$ cat src/rtl/cand_packer_64.sv
// Packs a byte-serial candidate word from generator storage into 64-bit beats plus header.
// Optional CAND_PACKER_ZERO_PAD_EN clears unused bytes of the final beat.

`ifndef MSB
`define MSB(x) ($clog2((x)+1)-1)
`endif

module cand_packer_64 #(
    parameter int WORD_MAX_LEN = 64,
    parameter int BEATS_MSB    = `MSB((WORD_MAX_LEN-1)/8)
) (
    input  logic                          CLK,
    input  logic                          rst_n,
    input  logic [7:0]                    din,
    output logic [`MSB(WORD_MAX_LEN-1):0] rd_addr,
    input  logic                          empty,
    output logic                          set_empty,
    input  logic [`MSB(WORD_MAX_LEN):0]   word_len_in,
    input  logic [15:0]                   word_id_in,
    input  logic [31:0]                   gen_id_in,
    input  logic [15:0]                   pkt_id_in,
    input  logic                          gen_end_in,
    output logic [63:0]                   dout,
    output logic                          dout_valid,
    input  logic                          dout_rd_en,
    output logic                          dout_last,
    output logic [`MSB(WORD_MAX_LEN):0]   word_len,
    output logic [15:0]                   word_id,
    output logic [31:0]                   gen_id,
    output logic [15:0]                   pkt_id,
    output logic                          gen_end
);

    localparam int AW = `MSB(WORD_MAX_LEN-1)+1;
    localparam int LW = `MSB(WORD_MAX_LEN)+1;

    typedef enum logic [2:0] {IDLE, LATCH, FILL, OUT, RELEASE} state_t;

    state_t             state, nxt;
    logic               rd_vld, cap_vld, last_r;
    logic [LW-1:0]      cap_idx, len_eff, issue_nxt;
    logic [BEATS_MSB:0] beat, beat_nxt;
    logic [2:0]         lane;
    logic               issue_ok, cap_fire, cap_final, beat_end;

    // Reads never run past the current beat, so din is never lost while OUT stalls.
    always_comb begin
        len_eff   = (gen_end && word_len > LW'(8)) ? LW'(8) : word_len;
        issue_nxt = LW'(rd_addr) + LW'(1);
        issue_ok  = rd_vld && (issue_nxt < len_eff) && (issue_nxt[2:0] != 3'd0);
        lane      = cap_idx[2:0];
        cap_fire  = (state == FILL) && cap_vld;
        cap_final = cap_fire && (cap_idx == len_eff - LW'(1));
        beat_end  = cap_fire && (cap_final || lane == 3'd7);
        beat_nxt  = beat + (BEATS_MSB+1)'(1);
    end

    always_ff @(posedge CLK or negedge rst_n) begin
        if (!rst_n) state <= IDLE;
        else        state <= nxt;
    end

    always_comb begin
        nxt = state;
        case (state)
            IDLE:    if (!empty) nxt = LATCH;
            LATCH:   nxt = (len_eff == '0) ? OUT : FILL;
            FILL:    if (beat_end) nxt = OUT;
            OUT:     if (dout_rd_en) nxt = last_r ? RELEASE : FILL;
            RELEASE: nxt = IDLE;
            default: nxt = IDLE;
        endcase
    end

    assign dout_valid = (state == OUT);
    assign dout_last  = dout_valid && last_r;

    always_ff @(posedge CLK or negedge rst_n) begin
        if (!rst_n) begin
            rd_addr   <= '0;
            rd_vld    <= 1'b0;
            cap_vld   <= 1'b0;
            cap_idx   <= '0;
            beat      <= '0;
            last_r    <= 1'b0;
            set_empty <= 1'b0;
            dout      <= '0;
            word_len  <= '0;
            word_id   <= '0;
            gen_id    <= '0;
            pkt_id    <= '0;
            gen_end   <= 1'b0;
        end else begin
            set_empty <= 1'b0;
            cap_vld   <= rd_vld;
            case (state)
                IDLE: begin
                    if (!empty) begin
                        word_len <= word_len_in;
                        word_id  <= word_id_in;
                        gen_id   <= gen_id_in;
                        pkt_id   <= pkt_id_in;
                        gen_end  <= gen_end_in;
                        rd_addr  <= '0;
                        rd_vld   <= 1'b1;
                        beat     <= '0;
                        last_r   <= 1'b0;
                    end
                end
                LATCH: begin
                    cap_idx <= '0;
                    if (issue_ok) rd_addr <= rd_addr + AW'(1);
                    else          rd_vld  <= 1'b0;
                    if (len_eff == '0) begin
                        last_r    <= 1'b1;
                        set_empty <= 1'b1;
`ifdef CAND_PACKER_ZERO_PAD_EN
                        dout      <= '0;
`endif
                    end
                end
                FILL: begin
                    if (issue_ok) rd_addr <= rd_addr + AW'(1);
                    else          rd_vld  <= 1'b0;
                    if (cap_fire) begin
                        cap_idx <= cap_idx + LW'(1);
                        for (int unsigned i = 0; i < 8; i++) begin
                            if (i == 32'(lane))
                                dout[8*i +: 8] <= din;
`ifdef CAND_PACKER_ZERO_PAD_EN
                            else if (cap_final && i > 32'(lane))
                                dout[8*i +: 8] <= '0;
`endif
                        end
                        if (cap_final) begin
                            last_r    <= 1'b1;
                            set_empty <= 1'b1;
                        end
                    end
                end
                OUT: begin
                    if (dout_rd_en && !last_r) begin
                        beat    <= beat_nxt;
                        rd_addr <= AW'({beat_nxt, 3'b000});
                        rd_vld  <= 1'b1;
                    end
                end
                RELEASE: last_r <= 1'b0;
                default: ;
            endcase
        end
    end

endmodule

$ cat config.mk
export PLATFORM = sky130hd
export DESIGN_NAME = cand_packer_64
export DESIGN_NICKNAME = d
export VERILOG_FILES = /design/src/rtl/cand_packer_64.sv
export SDC_FILE = /design/constraint.sdc
export NUM_CORES = 1
export LEC_CHECK = 0
export BUFFER_PORTS_ARGS = -buffer_cell sky130_fd_sc_hd__buf_2
export CAP_MARGIN = 20
export CORE_MARGIN = 4
export CORE_UTILIZATION = 49
export CTS_CLUSTER_SIZE = 24
export DETAILED_ROUTE_END_ITERATION = 10
export PLACE_DENSITY = 0.78
export SYNTH_ARGS = -nofsm -noshare
export SYNTH_HDL_FRONTEND = slang
export SYNTH_SLANG_ARGS = --single-unit
$ cat constraint.sdc
create_clock -name CLK -period 3.46 [get_ports CLK]
set_input_delay 0.692 -clock CLK [delete_from_list [all_inputs] [get_ports CLK]]
set_output_delay 0.692 -clock CLK [all_outputs]
set_load 0.005 [all_outputs]
* Word-level counts from Yosys, hierarchy flattened
Cells that the tools add are included.
** Cells by class
- Add/sub/neg operators :: 5
- Bitwise logic cells :: 1
- Reduce and logical (&&, ||, !) cells :: 34
- Multiplexer cells :: 29
- Eq/ne operators :: 22
- Magnitude comparators :: 2
** Operator list (count)
- $reduce_and A3 Y1 :: 10
- $mux W3 :: 6
- $mux W6 :: 3
- $pmux W6 S3 :: 1
- $mux W7 :: 2
- $pmux W7 S2 :: 1
- $eq A3 B3 Y1 const A :: 4
- $ne A2 B2 Y1 const B :: 6
- $pmux W3 S4 :: 1
- $mux W1 :: 11
- $logic_and A1 B1 Y1 :: 8
- $reduce_and A4 Y1 :: 2
- $add A6 B1 Y7 const B :: 1
- $add A7 B1 Y7 const B :: 1
- $eq A7 B7 Y1 :: 1
- $gt A7 B4 Y1 const B :: 1
- $logic_not A7 Y1 :: 1
- $lt A7 B7 Y1 :: 1
- $sub A7 B1 Y7 const B :: 1
- $add A6 B1 Y6 const B :: 1
- $eq A2 B3 Y1 const A :: 2
- $eq A3 B2 Y1 const B :: 2
- $eq A3 B3 Y1 const B :: 2
- $logic_not A3 Y1 :: 2
- other kinds (17) :: 22
** Word-level totals
- Register bits after elaboration :: 159
- Word-level logic and storage cells :: 114
- Output and inout bits :: 145

* Longest topological paths before layout
- Word-level depth :: 10
- Mapped depth :: 10
- Gate-level depth less buffers :: 10

* Worst setup path before layout
Ideal clock, no wire load.
- Kind :: register to register
- From :: register gen_end
- To :: register state[1]
- Period minus slack after synthesis :: 2.703 ns
- Slack :: 0.757 ns
- Arrival :: 2.583 ns
- Library setup time :: 0.120 ns
- Cell stages (with the launch flop) :: 11
- Path buffers :: 1
- Cell sequence :: dfrtp_1 > clkbuf_2 > o41ai_4 > nand2_1 > ha_1 > or4b_4 > nor2_2 > mux2_4 > a2111oi_4 > a31oi_2 > a31o_1
** On the way
- Word-level cells in the longest chain between the ends :: 9
** Ends and longest elaborated chain
- from (decl) :: RTL line 31 : output logic gen_end
- from (signal assigned) :: RTL line 103 : gen_end <= gen_end_in;
- $logic_and A1 B1 Y1 :: RTL line 48 : len_eff = (gen_end && word_len > LW'(8)) ? LW'(8) : word_len;
- $mux W7 :: RTL line 48
- $sub A7 B1 Y7 :: RTL line 53 : cap_final = cap_fire && (cap_idx == len_eff - LW'(1));
- $eq A7 B7 Y1 :: RTL line 53
- $logic_and A1 B1 Y1 :: RTL line 53
- $logic_or A1 B1 Y1 :: RTL line 54 : beat_end = cap_fire && (cap_final || lane == 3'd7);
- $logic_and A1 B1 Y1 :: RTL line 54
- $ne A2 B2 Y1 (no line)
- $reduce_and A3 Y1 (no line)
- to (signal assigned) :: RTL line 60 : else state <= nxt;
- to (decl) :: RTL line 39 : state_t state, nxt;
Every way passes these cells.
A chain may end at the register's enable or synchronous reset.

* Worst setup path after layout
- From :: register word_len[6]
- To :: register state[1]
** On the way
- Word-level cells in the longest chain between the ends :: 10
** Ends and longest elaborated chain
- from (decl) :: RTL line 27 : output logic [`MSB(WORD_MAX_LEN):0] word_len,
- from (signal assigned) :: RTL line 99 : word_len <= word_len_in;
- $gt A7 B4 Y1 :: RTL line 48
- $logic_and A1 B1 Y1 :: RTL line 48
- $mux W7 * :: RTL line 48
- $sub A7 B1 Y7 * :: RTL line 53
- $eq A7 B7 Y1 * :: RTL line 53
- $logic_and A1 B1 Y1 * :: RTL line 53
- $logic_or A1 B1 Y1 * :: RTL line 54
- $logic_and A1 B1 Y1 * :: RTL line 54
- $ne A2 B2 Y1 (no line) *
- $reduce_and A3 Y1 (no line) *
Every way passes the cells marked *; elsewhere a longest branch is shown, timed or not.

==> results by stage <==
Power and ir drop:
- Across the VDD grid, the largest voltage drop is 0.000377 V.
- For this design the ratio of total power to cell area is 745 nW/um^2.
- The leakage power figure is 0.00428 uW.

Setup path:
- The required time reported for the critical path endpoint is 3.76 ns.
- At the worst endpoint, the arrival time is 3.28 ns.
- The kind of launch point of the worst setup path is a flip-flop.
- The maximum fanout along the worst path is 10.
- The worst setup path is of the reg -> reg kind.
- The worst setup path is captured at a flip-flop.

Hold path:
- The classification of the worst-slack hold path is in -> async.

Routing:
- For this run, design rule violations remaining after detail routing come to 0.
- The remaining antenna violation count after routing is 0.
- For this block, the routed nets add up to 17.0 mm of wire.
- The via count normalized by instance count is 5.31.
- The detailed-router iteration count before antenna repair is 4.
- The detailed-route via count is 4865.
- In the final routed layout, each cell accounts on average for 18.5 um.
- The first routing iteration left 226 violations.

Synthesis:
- By area the synthesized netlist is led by sky130_fd_sc_hd__dfrtp_1, sky130_fd_sc_hd__mux2_2, sky130_fd_sc_hd__ha_1.
- In the synthesized netlist the async set-or-reset flop fraction comes to 100%.
- The most instantiated flip-flop cell in the synthesis netlist is sky130_fd_sc_hd__dfrtp_1.
- Synthesis produced a netlist with a net count of 592.
- Synthesis handed over a netlist of 492 instances.
- Of the post-synthesis cell area, the dominant cell type holds 58.2%.
- The Yosys warning count is 0.
- The distinct cell type count after synthesis is 53.
- Dividing the synthesized area by the synthesized cell count gives 13.9 um^2.
- The register area share after synthesis is 58.2%.
- The cell taking the most area after synthesis is sky130_fd_sc_hd__dfrtp_1.
- Counting flops with a built-in enable in the synthesized netlist gives 0.
- The number of synthesized register bits is 159.
- Summing every instance area after synthesis gives 6840 um^2.

Cells and area:
- The top cell types in the final layout, fill and taps aside, are sky130_fd_sc_hd__buf_2, sky130_fd_sc_hd__dfrtp_1, sky130_fd_sc_hd__mux2_2.
- Cells fill 65.1% of the core in the end.
- From synthesis to final layout, the design area changed by 28.1%.
- With fillers left out, the area of the finished cells amounts to 8750 um^2.
- The post-route netlist has 56.4% of its cells at a drive strength greater than 1.
- For this run, the number of standard cells in the final layout without fillers is 916.
- The number of antenna diodes in the final layout is 0.
- The library cell used most frequently in the layout, excluding fill and tap cells, is sky130_fd_sc_hd__buf_2.
- The post-layout net count is 829.
- After filler insertion, the fill cell instance count of the layout stands at 1018.

Timing:
- The final-report setup violation count is 0.
- Dividing the final minimum period by the clock period gives 85.9%.
- For the pin with the worst max-slew slack, the measured transition is 0.730 ns.
- Headroom to the max-slew limit came out at 51.3%.
- The largest clock skew in the final design is 0.00768 ns.
- Setup repair after global routing left no endpoint under its margin.
- The final period demand of the worst path is 2.97 ns.
- Final hold analysis gives a worst-case slack of 0.307 ns.
- Timing would allow up to 0.336 GHz.
- For the final routed database, the setup TNS stands at 0 ns.
- The hold violation count in the final report is 0.
- The count of pins over their slew limit is 0.

Clocking:
- Clock tree synthesis found a total of 159 sinks.
- Counting the buffers created by CTS gives 17.
- The buffer cell driving the clock tree root is sky130_fd_sc_hd__clkbuf_16.
- Counting along the longest clock path gives a buffer depth of 2.
- For the worst-skew pair, the clock arrives at the later sink with an insertion delay of 0.42 ns.
- TritonCTS built the clock tree.
- The number of H-tree levels is 4.
- The count of hold buffers inserted by post-cts repair is 0.
- The post-CTS resize count is 0.
- After clock tree synthesis, the clock-pin slew on the worst setup and hold paths is 0.06 ns.
- The post-CTS repair timing setup buffer count is 0.

Floorplan:
- The initial standard-cell utilization of the core is 50.8%.
- The die area is 15900 um^2.
- The total number of placement rows is 42.
- 229 I/O pins were placed.
- The floorplan step defined a core boundary enclosing 13500 um^2.
- The die outline width is 126 um.
- The die is 126 um tall.

Run status:
- The flow ran to the end, and the final reports show no timing, DRC or antenna violations.

Run:
- The reported max-cap violation count is 0.

Place:
- Routability-driven placement finished with a final weighted congestion of 0.833.
- The placed standard-cell area is 8180 um^2.
- The HPWL after detailed placement is 12.5 mm.
- Once placement completed, the tool counted placed cells totaling 886.
- Buffers placed on the I/O ports in this run total 228.

Global route:
- The global-route usage over all layers is 22.1%.
- The number of global-route vias before repair is 5382.
- Entering global routing, the biggest net connects 81 pins.
- The total grt overflow is 0.
- The number of antenna violations at the first check in global routing was 0.
- The first global-routing pass estimated 27.8 mm of wire.
==> per-layer routing <==
metal / part of all wire [%] / global-route usage (%) / vias to the layer above / routed length [um]
met3: 6.7 / 7.79 / 46 / 1130
met4: 3.2 / 9.21 / 0 / 541
met2: 53 / 38.7 / 170 / 8960
met1: 37 / 24.6 / 2419 / 6330
li1: - / - / 2230 / -
met5: 0 / 0 / - / 0
==> layout make-up <==
type | instances | area, um^2 | share of cell area, %
flip-flops and latches | 159 | 3980 | 45.5
multi-input cells | 306 | 2730 | 31.2
repair buffers | 232 | 1200 | 13.7
clock buffers | 20 | 457 | 5.22
well taps | 176 | 220 | 2.52
clock inverters | 10 | 115 | 1.32
inverters | 13 | 48.8 | 0.557
==> stage by stage <==
stage | setup slack, ns | total power [uW]
final | 0.487 | 6520
after global routing | 0.295 | 6930
after CTS | 0.489 | 6600
after detailed placement | 0.545 | 4760
after global placement | 0.642 | 4650
after floorplan | 0.757 | 3780
==> worst max-delay path, stage by stage (launching register included) <==
cell and delay, ns:
sky130_fd_sc_hd__dfrtp_1 0.57, sky130_fd_sc_hd__o41ai_4 0.16, sky130_fd_sc_hd__nand2_1 0.13, sky130_fd_sc_hd__ha_1 0.23
sky130_fd_sc_hd__or4b_4 0.52, sky130_fd_sc_hd__nor2_2 0.14, sky130_fd_sc_hd__mux2_4 0.33, sky130_fd_sc_hd__a2111oi_4 0.38
sky130_fd_sc_hd__a31oi_2 0.17, sky130_fd_sc_hd__a31o_1 0.24
==> logic make-up (layout without fill, tap and decap cells) <==
logic type | count (synthesis) | after routing | share of synthesized area, %
buf+inv | 27 | 275 | 1.96
compound gates | 47 | 47 | 5.33
fa+ha+maj | 16 | 16 | 2.93
xor+xnor | 16 | 16 | 2.05
flops | 159 | 159 | 58.2
simple gates | 90 | 90 | 6.90
mux | 137 | 137 | 22.6
==> power breakdown <==
part | internal [uW] | leakage (uW) | total [uW] | switching [uW]
Sequential | 2460 | 0.00192 | 2860 | 403
Clock | 1090 | 0.000274 | 1810 | 725
Combinational | 1010 | 0.00209 | 1850 | 835
Total | 4560 | 0.00428 | 6520 | 1960
==> cells in the mapped netlist, types with 3 or more instances <==
| cell | count |
|---|---|
| sky130_fd_sc_hd__dfrtp_1 | 159 |
| sky130_fd_sc_hd__nand2_1 | 27 |
| sky130_fd_sc_hd__nand3_1 | 8 |
| sky130_fd_sc_hd__xor2_1 | 12 |
| sky130_fd_sc_hd__nor3_1 | 6 |
| sky130_fd_sc_hd__buf_2 | 8 |
| sky130_fd_sc_hd__o21ai_0 | 16 |
| sky130_fd_sc_hd__xnor2_1 | 4 |
| sky130_fd_sc_hd__nor2_1 | 17 |
| sky130_fd_sc_hd__inv_1 | 12 |
| sky130_fd_sc_hd__nor3b_1 | 3 |
| sky130_fd_sc_hd__nand2_2 | 3 |
| sky130_fd_sc_hd__nand2b_1 | 6 |
| sky130_fd_sc_hd__a21oi_1 | 7 |
| sky130_fd_sc_hd__ha_1 | 16 |
| sky130_fd_sc_hd__a31oi_1 | 3 |
| sky130_fd_sc_hd__and3_1 | 4 |
| sky130_fd_sc_hd__mux2_2 | 136 |
| sky130_fd_sc_hd__o22ai_1 | 4 |
==> path summary, 6_finish.rpt <==
kind,startpoint,to,slack (ns),cells past startpoint
setup reg to reg,word_len[6]$_DFFE_PN0P_,state[1]$_DFFE_PN0P_,0.49,9
hold / removal,rst_n,rd_addr[2]$_DFFE_PN0P_,0.31,1
max in group asynchronous,rst_n,dout[25]$_DFFE_PN0P_,2.28,2
setup / recovery,word_len[6]$_DFFE_PN0P_,state[1]$_DFFE_PN0P_,0.49,9
hold reg to reg,rd_vld$_DFFE_PN0P_,cap_vld$_DFF_PN0_,0.43,0
min in group CLK,rd_vld$_DFFE_PN0P_,cap_vld$_DFF_PN0_,0.43,0
==> sequential cells by signal, summed over array words and instances (netlist names) <==
signal / count
state: 3
beat: 3
last_r: 1
cap_vld: 1
word_id: 16
rd_vld: 1
pkt_id: 16
gen_id: 32
cap_idx: 7
set_empty: 1
gen_end: 1
rd_addr: 6
word_len: 7
dout: 64
No activity file was read; power rests on OpenSTA's default activity.
